**src/rtl/seg7_result_display_if.sv**
```systemverilog
// Result/display bundle between the execution unit, the display stage and its observer.
// master drives value/err; slave (the display stage) drives the panel and status outputs.
interface seg7_result_display_if;
  logic [16:0] value;
  logic        err;
  logic [4:0]  an;
  logic [6:0]  seg;
  logic [19:0] bcd;
  logic        busy;

  modport master (
    output value, err,
    input  an, seg, bcd, busy
  );

  modport slave (
    input  value, err,
    output an, seg, bcd, busy
  );
endinterface

```
**src/rtl/seg7_result_display.sv**
```systemverilog
// Binary result -> BCD via double-dabble (bcd valid 18 cycles after a value change), scanned 5-digit 7-seg.
// No backpressure: value/err sampled every cycle; value changes during a conversion are picked up when it ends.
module seg7_result_display #(
  parameter int SCAN_DIV = 50000,
  parameter bit BLANK_LZ = 1'b1
) (
  input  logic                  clk,
  input  logic                  reset,
  seg7_result_display_if.slave  io_disp
);

  typedef enum logic [1:0] {
    S_IDLE  = 2'd0,
    S_CONV  = 2'd1,
    S_LATCH = 2'd2
  } state_t;

  localparam int          CW        = (SCAN_DIV > 1) ? $clog2(SCAN_DIV) : 1;
  localparam logic [CW-1:0] CNT_MAX = CW'(SCAN_DIV - 1);
  localparam logic [4:0]  N_BITS    = 5'd17;
  localparam logic [16:0] MAX_DEC   = 17'd99999;

  localparam logic [6:0] SEG_BLANK = 7'b1111111;
  localparam logic [6:0] SEG_E     = 7'b0000110;
  localparam logic [6:0] SEG_R     = 7'b0101111;

  // Conversion datapath: BCD nibbles live in [36:17], the binary operand in [16:0].
  state_t       r_state;
  state_t       w_state_nxt;
  logic [16:0]  r_last_value;
  logic [16:0]  w_last_value_nxt;
  logic [36:0]  r_shift;
  logic [36:0]  w_shift_nxt;
  logic [4:0]   r_cnt;
  logic [4:0]   w_cnt_nxt;
  logic [19:0]  r_bcd;
  logic [19:0]  w_bcd_nxt;
  logic         r_busy;
  logic         w_busy_nxt;

  // Scan datapath.
  logic [CW-1:0] r_scan_cnt;
  logic [2:0]    r_idx;
  logic [2:0]    w_idx_nxt;
  logic [4:0]    r_an;
  logic [6:0]    r_seg;
  logic [6:0]    w_seg_nxt;
  logic [3:0]    w_digit;
  logic          w_upper_zero;
  logic          w_ovf;

  function automatic logic [36:0] dd_step(input logic [36:0] s);
    logic [36:0] t;
    t = s;
    for (int k = 0; k < 5; k++) begin
      if (t[17 + 4*k +: 4] >= 4'd5) begin
        t[17 + 4*k +: 4] = t[17 + 4*k +: 4] + 4'd3;
      end
    end
    return {t[35:0], 1'b0};
  endfunction

  function automatic logic [6:0] seg_decode(input logic [3:0] d);
    logic [6:0] s;
    case (d)
      4'd0:    s = 7'b1000000;
      4'd1:    s = 7'b1111001;
      4'd2:    s = 7'b0100100;
      4'd3:    s = 7'b0110000;
      4'd4:    s = 7'b0011001;
      4'd5:    s = 7'b0010010;
      4'd6:    s = 7'b0000010;
      4'd7:    s = 7'b1111000;
      4'd8:    s = 7'b0000000;
      4'd9:    s = 7'b0010000;
      default: s = SEG_BLANK;
    endcase
    return s;
  endfunction

  always_ff @(posedge clk) begin
    if (reset) begin
      r_state      <= S_IDLE;
      r_last_value <= '0;
      r_shift      <= '0;
      r_cnt        <= '0;
      r_bcd        <= '0;
      r_busy       <= 1'b0;
    end else begin
      r_state      <= w_state_nxt;
      r_last_value <= w_last_value_nxt;
      r_shift      <= w_shift_nxt;
      r_cnt        <= w_cnt_nxt;
      r_bcd        <= w_bcd_nxt;
      r_busy       <= w_busy_nxt;
    end
  end

  always_comb begin
    w_state_nxt      = r_state;
    w_last_value_nxt = r_last_value;
    w_shift_nxt      = r_shift;
    w_cnt_nxt        = r_cnt;
    w_bcd_nxt        = r_bcd;
    w_busy_nxt       = r_busy;
    case (r_state)
      S_IDLE: begin
        if (io_disp.value != r_last_value) begin
          w_last_value_nxt = io_disp.value;
          w_shift_nxt      = {20'b0, io_disp.value};
          w_cnt_nxt        = N_BITS;
          w_busy_nxt       = 1'b1;
          w_state_nxt      = S_CONV;
        end
      end
      S_CONV: begin
        w_shift_nxt = dd_step(r_shift);
        w_cnt_nxt   = r_cnt - 5'd1;
        if (r_cnt == 5'd1) begin
          w_state_nxt = S_LATCH;
        end
      end
      S_LATCH: begin
        w_bcd_nxt   = r_shift[36:17];
        w_busy_nxt  = 1'b0;
        w_state_nxt = S_IDLE;
      end
      default: begin
        w_state_nxt = S_IDLE;
      end
    endcase
  end

  // Overflow tracks the most recently captured value, not the latched digits.
  assign w_ovf        = (r_last_value > MAX_DEC);
  assign w_idx_nxt    = (r_idx == 3'd4) ? 3'd0 : r_idx + 3'd1;
  assign w_digit      = r_bcd[{w_idx_nxt, 2'b00} +: 4];
  assign w_upper_zero = ((r_bcd >> {w_idx_nxt, 2'b00}) == 20'd0);

  always_comb begin
    w_seg_nxt = seg_decode(w_digit);
    if (BLANK_LZ && (w_idx_nxt != 3'd0) && w_upper_zero) begin
      w_seg_nxt = SEG_BLANK;
    end
    if (io_disp.err || w_ovf) begin
      case (w_idx_nxt)
        3'd2:       w_seg_nxt = SEG_E;
        3'd1, 3'd0: w_seg_nxt = SEG_R;
        default:    w_seg_nxt = SEG_BLANK;
      endcase
    end
  end

  always_ff @(posedge clk) begin
    if (reset) begin
      r_scan_cnt <= '0;
      r_idx      <= 3'd0;
      r_an       <= 5'b11110;
      r_seg      <= 7'b1000000;
    end else if (r_scan_cnt == CNT_MAX) begin
      r_scan_cnt <= '0;
      r_idx      <= w_idx_nxt;
      r_an       <= ~(5'b00001 << w_idx_nxt);
      r_seg      <= w_seg_nxt;
    end else begin
      r_scan_cnt <= r_scan_cnt + CW'(1);
    end
  end

  assign io_disp.an   = r_an;
  assign io_disp.seg  = r_seg;
  assign io_disp.bcd  = r_bcd;
  assign io_disp.busy = r_busy;

endmodule

```
**src/flat_wrapper.sv**
```systemverilog
// flat-port wrapper written by rule: the top's interface ports become plain ports
module seg7_result_display_flat 
#(
  parameter int SCAN_DIV = 50000,
  parameter bit BLANK_LZ = 1'b1
)
  (clk, reset, io_disp_value, io_disp_err, io_disp_an, io_disp_seg, io_disp_bcd, io_disp_busy);
  seg7_result_display_if io_disp_i ();
  input  logic clk;
  input  logic reset;
  input wire logic [$bits(io_disp_i.value)-1:0] io_disp_value;
  input wire logic [$bits(io_disp_i.err)-1:0] io_disp_err;
  output wire logic [$bits(io_disp_i.an)-1:0] io_disp_an;
  output wire logic [$bits(io_disp_i.seg)-1:0] io_disp_seg;
  output wire logic [$bits(io_disp_i.bcd)-1:0] io_disp_bcd;
  output wire logic [$bits(io_disp_i.busy)-1:0] io_disp_busy;
  assign io_disp_i.value = io_disp_value;
  assign io_disp_i.err = io_disp_err;
  assign io_disp_an = io_disp_i.an;
  assign io_disp_seg = io_disp_i.seg;
  assign io_disp_bcd = io_disp_i.bcd;
  assign io_disp_busy = io_disp_i.busy;
  seg7_result_display #(.SCAN_DIV(SCAN_DIV), .BLANK_LZ(BLANK_LZ)) u_core (.clk(clk), .reset(reset), .io_disp(io_disp_i));
endmodule
```
**config.mk**
```make
export PLATFORM = sky130hd
export DESIGN_NAME = seg7_result_display_flat
export DESIGN_NICKNAME = d
export VERILOG_FILES = /design/src/rtl/seg7_result_display_if.sv /design/src/rtl/seg7_result_display.sv /design/src/flat_wrapper.sv
export SDC_FILE = /design/constraint.sdc
export NUM_CORES = 1
export LEC_CHECK = 0
export BUFFER_PORTS_ARGS = -buffer_cell sky130_fd_sc_hd__buf_2
export CAP_MARGIN = 20
export CORE_MARGIN = 3
export CORE_UTILIZATION = 50
export DETAILED_ROUTE_END_ITERATION = 8
export GPL_TIMING_DRIVEN = 0
export PLACE_DENSITY = 0.72
export SETUP_SLACK_MARGIN = 0.15
export SKIP_CTS_REPAIR_TIMING = 1
export SLEW_MARGIN = 20
export SYNTH_ARGS = -nofsm -noshare
export SYNTH_HDL_FRONTEND = slang
export SYNTH_SLANG_ARGS = --single-unit
```
**constraint.sdc**
```tcl
create_clock -name clk -period 2.92 [get_ports clk]
set_input_delay 0 -clock clk [delete_from_list [all_inputs] [get_ports clk]]
set_output_delay 0 -clock clk [all_outputs]
set_load 0.005 [all_outputs]
```
# == After elaboration in Yosys (flattened, before gate mapping) ==
# Memory sizes are Yosys's and may differ from the RTL's.
# Index checks and enable logic that the tools add are counted.
# op_classes
bitwise,1
addsub,8
shifts,3
magnitude_cmp,6
n_eq_ne,10
reduce_logical,14
n_mux,18
# op_table
operator,count
case mux 37 bit (2 select lines),1
2-to-1 mux 37 bit,1
">= comparator 4 x 3 -> 1 bit, second input constant",5
logical NOT 20 bit,1
indexed part select 20 x 6 -> 4 bit,1
right shift 20 x 5 -> 20 bit,1
"greater-than comparator 17 bit, second input constant",1
!= test 17 bit,1
"adder 16 x 1 -> 16 bit, second input constant",1
"adder 4 x 2 -> 4 bit, second input constant",4
"equality test 16 bit, second input constant",1
2-to-1 mux 4 bit,4
2-to-1 mux 7 bit,2
case mux 7 bit (2 select lines),1
case mux 5 bit (2 select lines),1
AND reduction 2 bit,4
2-to-1 mux 3 bit,2
"equality test 5 x 1 -> 1 bit, second input constant",1
2-to-1 mux 5 bit,1
NOT 5 bit,1
"<< shifter 1 x 3 -> 5 bit, first input constant",1
"subtractor 5 x 1 -> 5 bit, second input constant",1
2-to-1 mux 2 bit,2
"!= test 2 x 1 -> 1 bit, second input constant",2
17 further kinds,19
# totals
ff_bits,113
wordCells,71
romBits,112
memories,1
output_inout_bits,33
input_bits,20
# mem_list
name,words,word_bits,read_ports,rd_ports_with_merged_regs,wr,line,text
(name not given),16,7,1,0,0,seg7_result_display.sv:65,case (d)

# == Depth between registers and ports, before layout ==
# Gate-level depths: netlist of the first run.
# depth
word_depth,7
mapped_depth,13

# == Least setup slack after synthesis of the first run ==
# No wires, ideal clock.
# synth_path
path_kind,register to register
from,register u_core.r_idx[0]
to,register u_core.r_seg[0] (netlist: u_core.io_disp.seg[0])
path_stages_with_launch,12
synth_period_minus_slack_ps,3009
slack_ps,-89
setup_time_ps,136
t_required_ps,2784
arrival_ps,2873
path_cell_list,dfxtp_1 > inv_1 > ha_1 > buf_6 > a21oi_2 > mux4_1 > a22oi_1 > inv_1 > ha_1 > mux2_1 > o21ai_0 > a31oi_1
# synth_via
elab_chain_cells,7
word_cells_on_any_way,16
classes_between,1 x add/sub; 3 x eq/ne; 2 x shift; 4 x mux; 5 x reduce/logical; 1 x memory
# synth_lines
item,line,text
start: declaration,seg7_result_display.sv:43,logic [2:0] r_idx;
start signal: assignment,seg7_result_display.sv:162,r_idx <= w_idx_nxt;
adder 3 x 1 -> 3 bit / equality test 3 bit (equally long branches),seg7_result_display.sv:136,assign w_idx_nxt = (r_idx == 3'd4) ? 3'd0 : r_idx + 3'd1;
2-to-1 mux 3 bit *,seg7_result_display.sv:136,
branches (longest 4 deep; another with memory (16 x 7 bit)),n/a,
2-to-1 mux 7 bit *,seg7_result_display.sv:145,if (io_disp.err || w_ovf) begin
end signal: assignment,seg7_result_display.sv:164,r_seg <= w_seg_nxt;
end: declaration,seg7_result_display.sv:46,logic [6:0] r_seg;
# Every way passes the cells marked *.
# A chain may end at the register's enable or synchronous reset.

# == Worst setup path after layout of the first run ==
# Ends and elaborated chain as after synthesis.

==> flow_summary.json, run 1 <==
{
  "critPathCaptureType": "register",
  "power_density_nw_per_um2": 608.0,
  "fin_tns_setup_ns": 0,
  "yosys_most_used_dff": "dfxtp_1",
  "dieArea_um2": 12260,
  "fillerInstances": 849,
  "clock_skew_ns": 0.01310,
  "whs_path_depth": 4,
  "cp-startpoint": "u_core.r_idx[0]",
  "place_hpwl_um": 9897,
  "synth.distinct_cells": 60,
  "cts-buffers-inserted": 17,
  "route.antenna.remaining_nets": 0,
  "hold_viol": 0,
  "drive_gt1_share_pct": 16.71,
  "cts-root-buf": "clkbuf_8",
  "fp.dieH_um": 110.7,
  "reg2reg_slack_ns": 0.17,
  "leakagePower_uw": 0.002602,
  "cp.required_ns": 3.31,
  "core_um2": 10510,
  "hp-class": "in -> reg",
  "mostFrequentLayoutCells": "nand2_1, dfxtp_1, a21oi_1",
  "worst_pin_slew_ns": 0.8075,
  "yosysSeqAreaShare_pct": 41.26,
  "io_buffers": 51,
  "slew_headroom_pct": 46.17,
  "mostFrequentLayoutCell": "nand2_1",
  "start_util_pct": 52.17,
  "hold_slack_ns": 0.02778,
  "cp_max_fo": 6,
  "avgSynthCellArea_um2": 8.063,
  "grt_pass1_wl_um": 23550,
  "drc": 0,
  "rr_worst_depth": 11,
  "firstDrtPassIters": 7,
  "wl_per_cell_um": 15.67,
  "route.met2.wl_um": 6893,
  "outcome": "finished clean",
  "hold_start": "io_disp_err",
  "final_area_um2": 6880,
  "grt_usage_pct": 23.35,
  "drv_cap": 0,
  "antenna_found_initial": 0,
  "multi_input_area_um2": 3057,
  "grt_max_degree": 17,
  "cts_tree": "yes",
  "grt_pass1_vias": 4952,
  "gp_congestion": 0.9108,
  "place_area_um2": 5918,
  "antenna_cells": 0,
  "fin_crit_ns": 2.751,
  "cp-start-kind": "register",
  "netlist_instances": 680,
  "routed_wl_um": 14510,
  "yosys_warnings": 0,
  "vias": 5205,
  "syn_to_final_growth_pct": 25.49,
  "clock_sink_count": 113,
  "wl_met1_um": 6489,
  "synthArstFlopShare_pct": 0,
  "die_x_um": 110.7,
  "wl_met3_um": 747,
  "critPathMaxStageDelay_ns": 0.54,
  "first_iter_violations": 434,
  "synth_edf_count": 0,
  "setup_viol": 0,
  "ir_worst_vdd_mv": 0.4848,
  "top_level_ports": 53,
  "rsz0062_at_grt": "true",
  "cp_cell_sequence": "inv_4 -> ha_4 -> buf_6 -> a21oi_4 -> mux4_2 -> a22oi_2 -> inv_2 -> ha_2 -> mux2_2 -> o21ai_2 -> a31oi_1",
  "finalCritPeriodShare_pct": 94.22,
  "fmaxAchievable_ghz": 0.3635,
  "final_util_pct": 65.47,
  "worstPathArrival_ns": 3.15,
  "fp-row-count": 37,
  "mappedNetlistNets": 722,
  "grt_overflow": 0,
  "path_clk_slew_ns": 0.05,
  "cts_buffer_depth": 2,
  "clk_latency_ns": 0.54,
  "power_uw": 4183,
  "synth_seq_cells": 113,
  "critPathKind": "reg -> reg",
  "slew_viol_final": 0,
  "final-seq-area_um2": 2270,
  "syn_area_um2": 5483,
  "crit_path_top_delay_cell": "mux4_2",
  "r2r_start": "u_core.r_idx[0]",
  "htree_levels": 4,
  "nNetsFinal": 819,
  "routed_via_density": 5.621,
  "routed.top_layer": "met4"
}
stage by stage:
| stage | worst slack, ns | instances |
|---|---|---|
| after floorplan | 0.1927 | 680 |
| after global placement | -0.1422 | 867 |
| after detailed placement | -0.1765 | 867 |
| after CTS | -0.2006 | 899 |
| after global routing | 0.07262 | 926 |
| final | 0.1687 | 926 |
routing by layer:
metal | GRT usage, % | up-vias
met3 | 6.441 | 37
met5 | 0 | -
li1 | - | 2545
met4 | 9.606 | 0
met2 | 38.15 | 159
met1 | 29.07 | 2464
flip-flops by register name, summed over array words and instances, names as in the netlist:
name,flops
u_core.io_disp.an,5
u_core.r_idx,3
u_core.r_scan_cnt,16
u_core.r_shift,37
u_core.r_cnt,5
u_core.io_disp.seg,7
u_core.r_state,2
u_core.r_last_value,17
u_core.io_disp.bcd,20
u_core.io_disp.busy,1
critical path, delay by kind of cell, from the launching register on:
family,cells,cell delay (ns)
flops,1,0.39
compound gates,4,0.77
buf+inv,3,0.28
fa+ha+maj,2,0.35
mux,2,0.82
worst paths after layout:
kind | to
min reg2reg | u_core.r_scan_cnt[0]
min | u_core.io_disp.seg[3]
max | u_core.io_disp.seg[0]
max reg2reg | u_core.io_disp.seg[0]
Yosys cell counts, drive strengths merged, types with 5 or more instances:
master	number	area, µm²
a221oi	5	50.04
inv	19	71.32
clkbuf	33	123.9
nor2	38	142.6
a21oi	72	364.1
and2	5	31.28
dfxtp	113	2262
nor2b	5	31.28
nand2b	10	62.56
xnor2	22	192.7
a31oi	26	177.7
nor3	21	105.1
o21ai	32	160.1
nand3	23	115.1
buf	7	47.55
xor2	21	183.9
nand2	142	533.0
ha	22	275.3
nand4	7	43.79
or3	5	31.28
power by group:
group / switching (µW) / internal (µW)
registers: 45.3 / 1600
logic: 211 / 117
clock network: 717 / 1490
total: 973 / 3210
cell type report:
class / instances / share of cell area (%)
tap: 136 / 2.473
buffer: 40 / 2.510
sequential: 113 / 32.99
clock inverter: 10 / 2.237
timing repair buffer: 78 / 7.274
inverter: 19 / 1.073
clock buffer: 22 / 7.019
multi-input combinational: 508 / 44.43
kinds of logic (layout without fill, tap and decap cells):
family                     after synthesis  in the layout  synth area share, %
buffers and inverters                   59            169                4.427
and+or+nand+nor                        275            275                22.73
xor gates and xnor gates                43             43                6.869
DFF                                    113            113                41.26
adders and majority gates               22             22                5.020
muxes                                    7              7                1.643
AOI/OAI and AO/OA                      161            161                18.05
(Power assumes the default switching activity.)
==> inputs of run 2 (changes only) <==
Settings changed: CTS_BUF_LIST set to sky130_fd_sc_hd__clkbuf_4 sky130_fd_sc_hd__clkbuf_8.
==> run 2 against run 1 <==
Against the previous run:
- clock skew shrank 0.00092 ns
- clock power is 24% lower
- non-clock buffer count grew 6
- die area stayed put
- global-route usage shrank 0.54 points
- design area is 1.5% lower
- sequential power barely moved
- count of clock-buffer cells in the layout unchanged
- via count is 0.71% lower
- routed wire length decreased by 0.88%
- cell count grew 0.65%
- critical path type unchanged
- critical endpoint is now u_core.io_disp.seg[3]
- largest cell class unchanged
==> flow_summary.json, run 2 (synthesis results as in run 1) <==
{
  "power_density_nw_per_um2": 538.5,
  "cp_top_family": "multiplexers",
  "drc": 0,
  "critPathCapture": "u_core.io_disp.seg[3]",
  "core_um2": 10510,
  "finalCritPeriodShare_pct": 94.38,
  "drv_cap": 0,
  "io_buffers": 51,
  "switching_share_pct": 24.55,
  "mostFrequentLayoutCell": "nand2_1",
  "worstPathArrival_ns": 3.07,
  "reg2reg_slack_ns": 0.16,
  "grt_usage_pct": 22.80,
  "grt_overflow": 0,
  "gp_congestion": 0.9108,
  "dieArea_um2": 12260,
  "cp-startpoint": "u_core.r_idx[0]",
  "final_util_pct": 64.51,
  "fin_tns_setup_ns": 0,
  "critPathMaxStageDelay_ns": 0.56,
  "antenna_cells": 0,
  "die_x_um": 110.7,
  "firstDrtPassIters": 5,
  "grt_pass1_vias": 4834,
  "nNetsFinal": 825,
  "clk_latency_ns": 0.44,
  "reg2reg_to": "u_core.io_disp.seg[3]",
  "critPathCaptureType": "register",
  "rr_worst_depth": 11,
  "slew_headroom_pct": 59.74,
  "clock_sink_count": 113,
  "drive_gt1_share_pct": 17.34,
  "crit_path_top_delay_cell": "mux4_2",
  "seqPwrFrac_pct": 45.0,
  "routed_wl_um": 14390,
  "grt_pass1_wl_um": 23070,
  "ir_worst_vdd_mv": 0.3982,
  "cts-root-buf": "clkbuf_8",
  "p_sw_uw": 896.1,
  "largest_reg_flops": 37,
  "fp.dieH_um": 110.7,
  "cts-buffers-inserted": 17,
  "p_clk_share_pct": 46.0,
  "critPathKind": "reg -> reg",
  "grt_max_degree": 17,
  "cp-start-kind": "register",
  "fin_crit_ns": 2.756,
  "cp.required_ns": 3.23,
  "slew_viol_final": 0,
  "fp-row-count": 37,
  "cp_cell_sequence": "inv_4 -> ha_4 -> buf_6 -> a21oi_4 -> mux4_2 -> a22oi_2 -> buf_4 -> ha_4 -> mux2_4 -> o21ai_2 -> a31oi_1",
  "cp_max_fo": 7,
  "hp-class": "in -> reg",
  "fmaxAchievable_ghz": 0.3629,
  "cp.depth": 11,
  "setup_viol": 0,
  "internal-power_uw": 2755,
  "critPathBufInv": 3,
  "vias": 5168,
  "combPwrFrac_pct": 8.9,
  "first_iter_violations": 387,
  "mostFrequentLayoutCells": "nand2_1, dfxtp_1, a21oi_1",
  "path_clk_slew_ns": 0.07,
  "antenna_found_initial": 0,
  "rsz0062_at_grt": "true",
  "syn_to_final_growth_pct": 23.64,
  "place_hpwl_um": 9897,
  "outcome": "finished clean",
  "hold_viol": 0,
  "route.antenna.remaining_nets": 0,
  "cts_buffer_depth": 2,
  "path_common_cell": "ha_4",
  "routed_via_density": 5.545,
  "cts_tree": "yes",
  "start_util_pct": 52.17,
  "wl_per_cell_um": 15.43,
  "regMostFlops": "u_core.r_shift",
  "leakagePower_uw": 0.002566,
  "htree_levels": 4,
  "top_level_ports": 53,
  "worst_pin_slew_ns": 0.6039,
  "r2r_start": "u_core.r_idx[0]",
  "clock_skew_ns": 0.01218
}
run 2: worst min-delay path by stage:
| stage | start | endpoint | slack (ns) | cells past startpoint |
|---|---|---|---|---|
| floorplan | io_disp_value[0] | u_core.r_shift[0] | 0.16 | 2 |
| global placement | io_disp_value[7] | u_core.r_last_value[7] | 0.29 | 3 |
| detailed placement | io_disp_value[1] | u_core.r_last_value[1] | 0.30 | 3 |
| CTS | io_disp_value[8] | u_core.r_last_value[8] | -0.19 | 3 |
| global route | io_disp_err | u_core.io_disp.seg[3] | 0.12 | 4 |
| finish | io_disp_err | u_core.io_disp.seg[3] | 0.12 | 4 |
run 2: tightest hold or removal path: cells and delay by family:
kind                   cells  cell delay [ns]
AO/OA/AOI/OAI              3             0.42
buffers and inverters      1             0.09
run 2: power groups by stage:
stage                     logic, µW  clock network [µW]  registers, µW
after floorplan                 212                   0           1670
after global placement          299                   0           1670
after detailed placement        306                   0           1680
after CTS                       307                1710           1640
after global routing            366                1780           1650
final                           326                1680           1640
run 2: cell type report:
class,count,area (µm²)
Inverter,19,73.82
Clock buffer,22,302.8
Multi-Input combinational cell,508,3080
Buffer,40,172.7
Fill cell,882,3730
Sequential cell,113,2267
Timing Repair Buffer,84,558.0
Clock inverter,10,153.9
Tap cell,136,170.2
run 2: per-stage QoR:
step           power [µW]  std cells  instance area [µm²]  hold slack, ns  setup WS [ns]
2_1_floorplan        1879        680                 5493          0.1586         0.1927
6_report             3651        932                 6779          0.1173         0.1641
4_1_cts              3657        899                 6375         -0.1886        -0.1906
3_3_place_gp         1974        867                 5918          0.2900        -0.1422
5_1_grt              3794        932                 6779          0.1204        0.07501
3_5_place_dp         1983        867                 5918          0.2979        -0.1765
run 2: per-layer routing:
| metal | vias to the layer above | track usage (%) | share of wire, % |
|---|---|---|---|
| li1 | 2561 | - | - |
| met1 | 2429 | 28.99 | 45 |
| met2 | 145 | 36.69 | 48 |
| met3 | 33 | 5.076 | 4.6 |
| met4 | 0 | 10.92 | 2.4 |
| met5 | - | 0 | 0 |
